<file path="config.mk">
export PLATFORM = sky130hd
export DESIGN_NAME = alu_stim_gen
export DESIGN_NICKNAME = d
export VERILOG_FILES = /design/src/rtl/alu1_pkg.sv /design/src/rtl/alu_stim_pkg.sv /design/src/rtl/lfsr32.sv /design/src/rtl/alu_stim_gen.sv
export SDC_FILE = /design/constraint.sdc
export NUM_CORES = 1
export LEC_CHECK = 0
export ABC_AREA = 0
export CORE_MARGIN = 1
export CORE_UTILIZATION = 50
export CTS_CLUSTER_DIAMETER = 120
export CTS_CLUSTER_SIZE = 40
export DETAILED_ROUTE_END_ITERATION = 8
export PLACE_DENSITY = 0.78
export SYNTH_ARGS = -nofsm -noshare
export SYNTH_HDL_FRONTEND = slang
export SYNTH_SLANG_ARGS = --single-unit
</file>
<file path="constraint.sdc">
create_clock -name clk -period 7.5 [get_ports clk]
set_clock_uncertainty 0.1 [all_clocks]
set_input_delay 1.5 -clock clk [delete_from_list [all_inputs] [get_ports clk]]
set_output_delay 1.5 -clock clk [all_outputs]
set_load 0.02 [all_outputs]
</file>
<file path="src/rtl/alu1_pkg.sv">
`default_nettype none
// ============================================================================
// alu1_pkg : command-space constants shared with the ALU1 datapath.
// Rev 1.0
// ============================================================================
package alu1_pkg;

    localparam int ALU1_CMD_WIDTH   = 3;
    localparam int ALU1_NR_COMMANDS = 6;

endpackage
`default_nettype wire

</file>
<file path="src/rtl/alu_stim_pkg.sv">
`default_nettype none
// ============================================================================
// alu_stim_pkg : state encoding, LFSR constants and corner codes for alu_stim_gen.
// Rev 1.0
// ============================================================================
package alu_stim_pkg;

    typedef enum logic [1:0] {
        IDLE  = 2'd0,
        GEN   = 2'd1,
        OFFER = 2'd2,
        DONE  = 2'd3
    } state_t;

    localparam logic [31:0] LFSR_POLY    = 32'h8020_0003;
    localparam logic [31:0] DEFAULT_SEED = 32'h0000_0001;

    localparam logic [2:0] CORNER_ZERO = 3'b000;
    localparam logic [2:0] CORNER_ONES = 3'b111;

    // Galois right-shift step; the returned value is the generated word.
    function automatic logic [31:0] lfsr_step(input logic [31:0] s);
        logic [31:0] n;
        n = s >> 1;
        if (s[0]) begin
            n = n ^ LFSR_POLY;
        end
        return n;
    endfunction

endpackage
`default_nettype wire

</file>
<file path="src/rtl/lfsr32.sv">
`default_nettype none
// ============================================================================
// lfsr32 : 32-bit Galois LFSR with load (zero maps to 1) and step enable.
// Rev 1.0
// ============================================================================
module lfsr32
    import alu_stim_pkg::*;
#(
    parameter logic [31:0] SEED = DEFAULT_SEED
) (
    input  logic        clk,
    input  logic        rst,
    input  logic        load,
    input  logic [31:0] load_value,
    input  logic        step,
    output logic [31:0] state
);

    localparam logic [31:0] SAFE_SEED = (SEED == 32'h0) ? 32'h1 : SEED;

    logic [31:0] r_state;

    always_ff @(posedge clk or posedge rst) begin
        if (rst) begin
            r_state <= SAFE_SEED;
        end else if (load) begin
            r_state <= (load_value == 32'h0) ? 32'h1 : load_value;
        end else if (step) begin
            r_state <= lfsr_step(r_state);
        end
    end

    assign state = r_state;

endmodule
`default_nettype wire

</file>
<file path="src/rtl/alu_stim_gen.sv">
`default_nettype none
// ============================================================================
// alu_stim_gen : seeded pseudo-random {cmd,in1,in2} source on a valid/ready port.
// Optional build macro: ALU_STIM_PREFETCH_EN (overlaps generation with offer).
// Rev 1.0
// ============================================================================
module alu_stim_gen
    import alu1_pkg::*;
    import alu_stim_pkg::*;
#(
    parameter int          WIDTH       = 64,
    parameter int          CMD_WIDTH   = ALU1_CMD_WIDTH,
    parameter int          NR_COMMANDS = ALU1_NR_COMMANDS,
    parameter int          CNT_W       = 16,
    parameter logic [31:0] SEED        = DEFAULT_SEED
) (
    input  logic                 clk,
    input  logic                 rst,
    input  logic                 start,
    input  logic [CNT_W-1:0]     num_txn,
    input  logic                 seed_load,
    input  logic [31:0]          seed,
    output logic                 out_valid,
    input  logic                 out_ready,
    output logic [CMD_WIDTH-1:0] out_cmd,
    output logic [WIDTH-1:0]     out_in1,
    output logic [WIDTH-1:0]     out_in2,
    output logic                 busy,
    output logic                 done,
    output logic [CNT_W-1:0]     sent_count
);

    localparam int WORDS      = (WIDTH + 31) / 32;
    localparam int GEN_CYCLES = 2 + 2 * WORDS;
    localparam int GC_W       = $clog2(GEN_CYCLES);

    localparam logic [GC_W-1:0]  LAST_WORD = GC_W'(GEN_CYCLES - 1);
    localparam logic [GC_W-1:0]  GC_ONE    = GC_W'(1);
    localparam logic [CNT_W-1:0] CNT_ONE   = CNT_W'(1);

    state_t r_state;
    state_t w_state_next;

    logic [GC_W-1:0]      r_cnt;
    logic [CNT_W-1:0]     r_num_txn;
    logic [CNT_W-1:0]     r_sent;
    logic [31:0]          w_lfsr_state;
    logic [31:0]          w_word;

    // Build registers: the transaction being assembled word by word.
    logic [CMD_WIDTH-1:0] r_b_cmd,  w_b_cmd;
    logic [2:0]           r_b_sel1, w_b_sel1;
    logic [2:0]           r_b_sel2, w_b_sel2;
    logic [WORDS*32-1:0]  r_b_in1,  w_b_in1;
    logic [WORDS*32-1:0]  r_b_in2,  w_b_in2;

    logic [2:0]           w_src_sel1, w_src_sel2;
    logic [WORDS*32-1:0]  w_src_in1, w_src_in2;
    logic [WIDTH-1:0]     w_fin_in1, w_fin_in2;

    logic w_idle, w_start, w_hs, w_last;
    logic w_gen_en, w_gen_fin, w_refill;

    assign w_idle     = (r_state == IDLE) || (r_state == DONE);
    assign w_start    = start && w_idle;
    assign out_valid  = (r_state == OFFER);
    assign busy       = (r_state == GEN) || (r_state == OFFER);
    assign done       = (r_state == DONE);
    assign sent_count = r_sent;
    assign w_hs       = out_valid && out_ready;
    assign w_last     = w_hs && ((r_sent + CNT_ONE) == r_num_txn);
    assign w_word     = lfsr_step(w_lfsr_state);

    lfsr32 #(
        .SEED (SEED)
    ) u_lfsr (
        .clk        (clk),
        .rst        (rst),
        .load       (seed_load && w_idle),
        .load_value (seed),
        .step       (w_gen_en),
        .state      (w_lfsr_state)
    );

`ifdef ALU_STIM_PREFETCH_EN
    logic                 r_staged;
    logic [CNT_W-1:0]     r_gen_left;
    logic [CMD_WIDTH-1:0] r_o_cmd;
    logic [WIDTH-1:0]     r_o_in1;
    logic [WIDTH-1:0]     r_o_in2;
    logic                 w_load_out;

    // Generation stops once num_txn transactions have been built, and stalls
    // while a finished transaction waits behind the one being offered.
    assign w_gen_en   = busy && (r_gen_left != '0) && !r_staged;
    assign w_refill   = r_staged || w_gen_fin;
    assign w_load_out = (w_gen_fin && ((r_state == GEN) || w_hs)) || (w_hs && r_staged);

    assign w_src_sel1 = w_b_sel1;
    assign w_src_sel2 = w_b_sel2;
    assign w_src_in1  = w_b_in1;
    assign w_src_in2  = w_b_in2;

    always_ff @(posedge clk or posedge rst) begin
        if (rst) begin
            r_staged   <= 1'b0;
            r_gen_left <= '0;
            r_o_cmd    <= '0;
            r_o_in1    <= '0;
            r_o_in2    <= '0;
        end else begin
            if (w_start) begin
                r_gen_left <= num_txn;
                r_staged   <= 1'b0;
            end else begin
                if (w_gen_fin) begin
                    r_gen_left <= r_gen_left - CNT_ONE;
                end
                if (w_gen_fin && !w_load_out) begin
                    r_staged <= 1'b1;
                end else if (w_load_out) begin
                    r_staged <= 1'b0;
                end
            end
            if (w_load_out) begin
                r_o_cmd <= w_b_cmd;
                r_o_in1 <= w_fin_in1;
                r_o_in2 <= w_fin_in2;
            end
        end
    end

    assign out_cmd = r_o_cmd;
    assign out_in1 = r_o_in1;
    assign out_in2 = r_o_in2;
`else
    assign w_gen_en   = (r_state == GEN);
    assign w_refill   = 1'b0;

    assign w_src_sel1 = r_b_sel1;
    assign w_src_sel2 = r_b_sel2;
    assign w_src_in1  = r_b_in1;
    assign w_src_in2  = r_b_in2;

    assign out_cmd = r_b_cmd;
    assign out_in1 = w_fin_in1;
    assign out_in2 = w_fin_in2;
`endif

    assign w_gen_fin = w_gen_en && (r_cnt == LAST_WORD);

    always_comb begin
        w_b_cmd  = r_b_cmd;
        w_b_sel1 = r_b_sel1;
        w_b_sel2 = r_b_sel2;
        w_b_in1  = r_b_in1;
        w_b_in2  = r_b_in2;
        if (w_gen_en) begin
            if (r_cnt == '0) begin
                w_b_cmd = CMD_WIDTH'(w_word % 32'(NR_COMMANDS));
            end
            if (r_cnt == GC_ONE) begin
                w_b_sel1 = w_word[2:0];
                w_b_sel2 = w_word[5:3];
            end
            for (int w = 0; w < WORDS; w++) begin
                if (r_cnt == GC_W'(2 + w)) begin
                    w_b_in1[w*32 +: 32] = w_word;
                end
                if (r_cnt == GC_W'(2 + WORDS + w)) begin
                    w_b_in2[w*32 +: 32] = w_word;
                end
            end
        end
    end

    always_comb begin
        w_fin_in1 = w_src_in1[WIDTH-1:0];
        if (w_src_sel1 == CORNER_ZERO) begin
            w_fin_in1 = '0;
        end else if (w_src_sel1 == CORNER_ONES) begin
            w_fin_in1 = '1;
        end
        w_fin_in2 = w_src_in2[WIDTH-1:0];
        if (w_src_sel2 == CORNER_ZERO) begin
            w_fin_in2 = '0;
        end else if (w_src_sel2 == CORNER_ONES) begin
            w_fin_in2 = '1;
        end
    end

    always_comb begin
        w_state_next = r_state;
        unique case (r_state)
            IDLE, DONE: begin
                if (start) begin
                    w_state_next = (num_txn == '0) ? DONE : GEN;
                end
            end
            GEN: begin
                if (w_gen_fin) begin
                    w_state_next = OFFER;
                end
            end
            OFFER: begin
                if (w_hs) begin
                    if (w_last) begin
                        w_state_next = DONE;
                    end else if (w_refill) begin
                        w_state_next = OFFER;
                    end else begin
                        w_state_next = GEN;
                    end
                end
            end
            default: w_state_next = IDLE;
        endcase
    end

    always_ff @(posedge clk or posedge rst) begin
        if (rst) begin
            r_state <= IDLE;
        end else begin
            r_state <= w_state_next;
        end
    end

    always_ff @(posedge clk or posedge rst) begin
        if (rst) begin
            r_cnt     <= '0;
            r_num_txn <= '0;
            r_sent    <= '0;
            r_b_cmd   <= '0;
            r_b_sel1  <= '0;
            r_b_sel2  <= '0;
            r_b_in1   <= '0;
            r_b_in2   <= '0;
        end else begin
            r_b_cmd  <= w_b_cmd;
            r_b_sel1 <= w_b_sel1;
            r_b_sel2 <= w_b_sel2;
            r_b_in1  <= w_b_in1;
            r_b_in2  <= w_b_in2;
            if (w_start) begin
                r_num_txn <= num_txn;
                r_sent    <= '0;
                r_cnt     <= '0;
            end else begin
                if (w_hs) begin
                    r_sent <= r_sent + CNT_ONE;
                end
                if (w_gen_en) begin
                    r_cnt <= w_gen_fin ? '0 : (r_cnt + GC_ONE);
                end
            end
        end
    end

endmodule
`default_nettype wire

</file>
==> metrics.cfg <==
[logic_synthesis]
synth-main-ff-cell=dfrtp_1
synthArstFlopShare_pct=100
syn_area_per_cell_um2=9.13
synth_edf_count=0
synth_cell_type_count=90
ys_seq_area_share_pct=40.7
netlist_instances=1388
ys_ff_latch=206
syn-num-nets=1451
netlist_area_um2=12700
synth_warnings=0

[worst_setup_path]
worstPathArrival_ps=7480
regToRegSetupSlack_ps=320
crit_family=compound AO/OA/AOI/OAI gates
crit_required_ps=7800
endpoint_kind=flop
path_class=reg -> reg
worst_path_most_repeated_cell=buf_4
path_max_fanout=14
cp_slowest_cell=dfstp_2
startpoint_type=flop
critical_path_buf_inv_count=3
cpPeakStageDelay_ps=580

[timing]
rsz0062_at_grt=no
setup_viol=0
timing.final.ws_setup_ps=318
clock.fmax_mhz=139
setup-tns-final_ps=0
slew_headroom_pct=25.0
worst_pin_slew_ps=1120
min_period_ps=7180
min_period_over_period_pct=95.8
maxSlewViolCount=0
finalHoldViolCount=0

[cts]
hold_buffers=0
cts.clk_slew.worst_paths_ps=150
clock_sinks=206
cts_buffers=9
clock-root-buffer=clkbuf_16
clock_latency_ps=490
ctsHtreeMaxLevel=1
clock_path_buffers=3
cts_tree=yes

[run]
maxCapViolations=0

[floorplanning]
ios=203
coreArea_um2=24600
fp.dieArea_um2=26000
die_w_um=161
rows=57
fp.dieH_um=161
initial_utilization_pct=51.5

[place]
dpl_cell_area_um2=14700
place_ws_ps=-25.7
gp_congestion=0.908
dp_hpwl_mm=23.2
dp.cells=1810
io_buffers=202

[global_routing]
grt_max_degree=138
grt_pass1_vias=10500
antenna_found_initial=0
grt_pass1_wl_mm=56.3
overflow=0
grt.total_usage_pct=26.6

[cells_and_area]
antenna_cells=0
drive_above_1_share_pct=12.0
mostFrequentLayoutCell=nand2_1
syn_to_final_growth_pct=20.0
n_fill_cell=2119
nNetsFinal=1575
fin_area_um2=15200
mostFrequentLayoutCells=204 x nand2_1, 202 x clkdlybuf4s50_1, 201 x dfrtp_1, 132 x a21o_1, 126 x o21ai_0
instances_no_fill=1838

[routing]
routed_wl_mm=35.1
via_count=10900
dr.first_iter.drc_count=850
post_drt_wl_per_cell_um=19.1
drtPass1Iterations=5
drc=0
post_drt_via_cell_ratio=5.95
detail-route-antenna-nets=0

[min_path]
hp-class=reg -> reg

[outcome]
status=completed

-- cells in the mapped netlist, types with 20 or more instances --
master | number | share of area, %
nand3_1 | 31 | 1.2
inv_1 | 21 | 0.62
mux2i_1 | 39 | 3.1
a21o_1 | 132 | 7.8
xor2_1 | 22 | 1.5
xnor2_1 | 34 | 2.4
dfrtp_1 | 205 | 40
o21ai_0 | 126 | 5.0
nand2_1 | 206 | 6.1
mux2_2 | 70 | 6.2
nor3_1 | 20 | 0.79
clkbuf_1 | 81 | 2.4
nor2_1 | 63 | 1.9
a21oi_1 | 36 | 1.4
-- cells by family after synthesis --
logic type                 share of synthesized area (%)
DFF                                                 40.7
adders and majority gates                          0.988
xor gates and xnor gates                            3.87
AOI/OAI and AO/OA                                   22.2
and+or+nand+nor                                     17.4
buffers and inverters                               5.43
muxes                                               9.42
-- routing by layer --
layer  global-route usage (%)  wire (µm)
met1                     37.8      16300
met2                     43.8      16600
met3                     3.18       1690
met4                     5.32        478
met5                        0          0
-- flip-flops by register name (all words and copies together), names as in the netlist --
name / flops
r_b_in2: 64
r_cnt: 3
r_state: 2
r_b_sel1: 3
sent_count: 16
r_num_txn: 16
r_b_in1: 64
r_b_sel2: 3
u_lfsr.state: 32
out_cmd: 3
-- worst paths after layout --
kind                                  from                to  cells after the start
min reg2reg                    r_b_in1[33]       r_b_in1[33]                      2
max                        u_lfsr.state[0]        out_cmd[1]                     27
max reg2reg                u_lfsr.state[0]        out_cmd[1]                     27
min in group asynchronous              rst     sent_count[0]                      2
max in group asynchronous              rst  u_lfsr.state[30]                      3
min                            r_b_in1[33]       r_b_in1[33]                      2
-- cell type report --
class,count,area (µm²),area share (%)
clock buffer,10,229,1.51
inverter,26,105,0.691
sequential,206,5160,33.9
tap,324,405,2.67
multi-input combinational,1031,6970,45.8
clock inverter,3,42.5,0.280
timing repair buffer,238,2290,15.1
-- what timing repair did --
item / CTS / global route
buffers inserted: 2 / 11
pin swaps: 1 / 7
setup endpoints to repair: 1 / 2
resized for setup: 2 / 21
cloned: 0 / 2
-- through the flow --
step	utilization, %	hold WS, ps
after floorplan	-	351
after detailed placement	59.8	371
after global routing	61.8	428
after global placement	59.8	362
after CTS	61.0	404
final	61.8	399
-- worst min-delay path, stage by stage (launching register included) --
cell and delay (ps):
dfrtp_1 370, nand2_1 50, o21ai_0 60
Power is left out: the tool's default activity adds up to more than one toggle a clock period on the data nets, which glitch-free logic cannot reach.
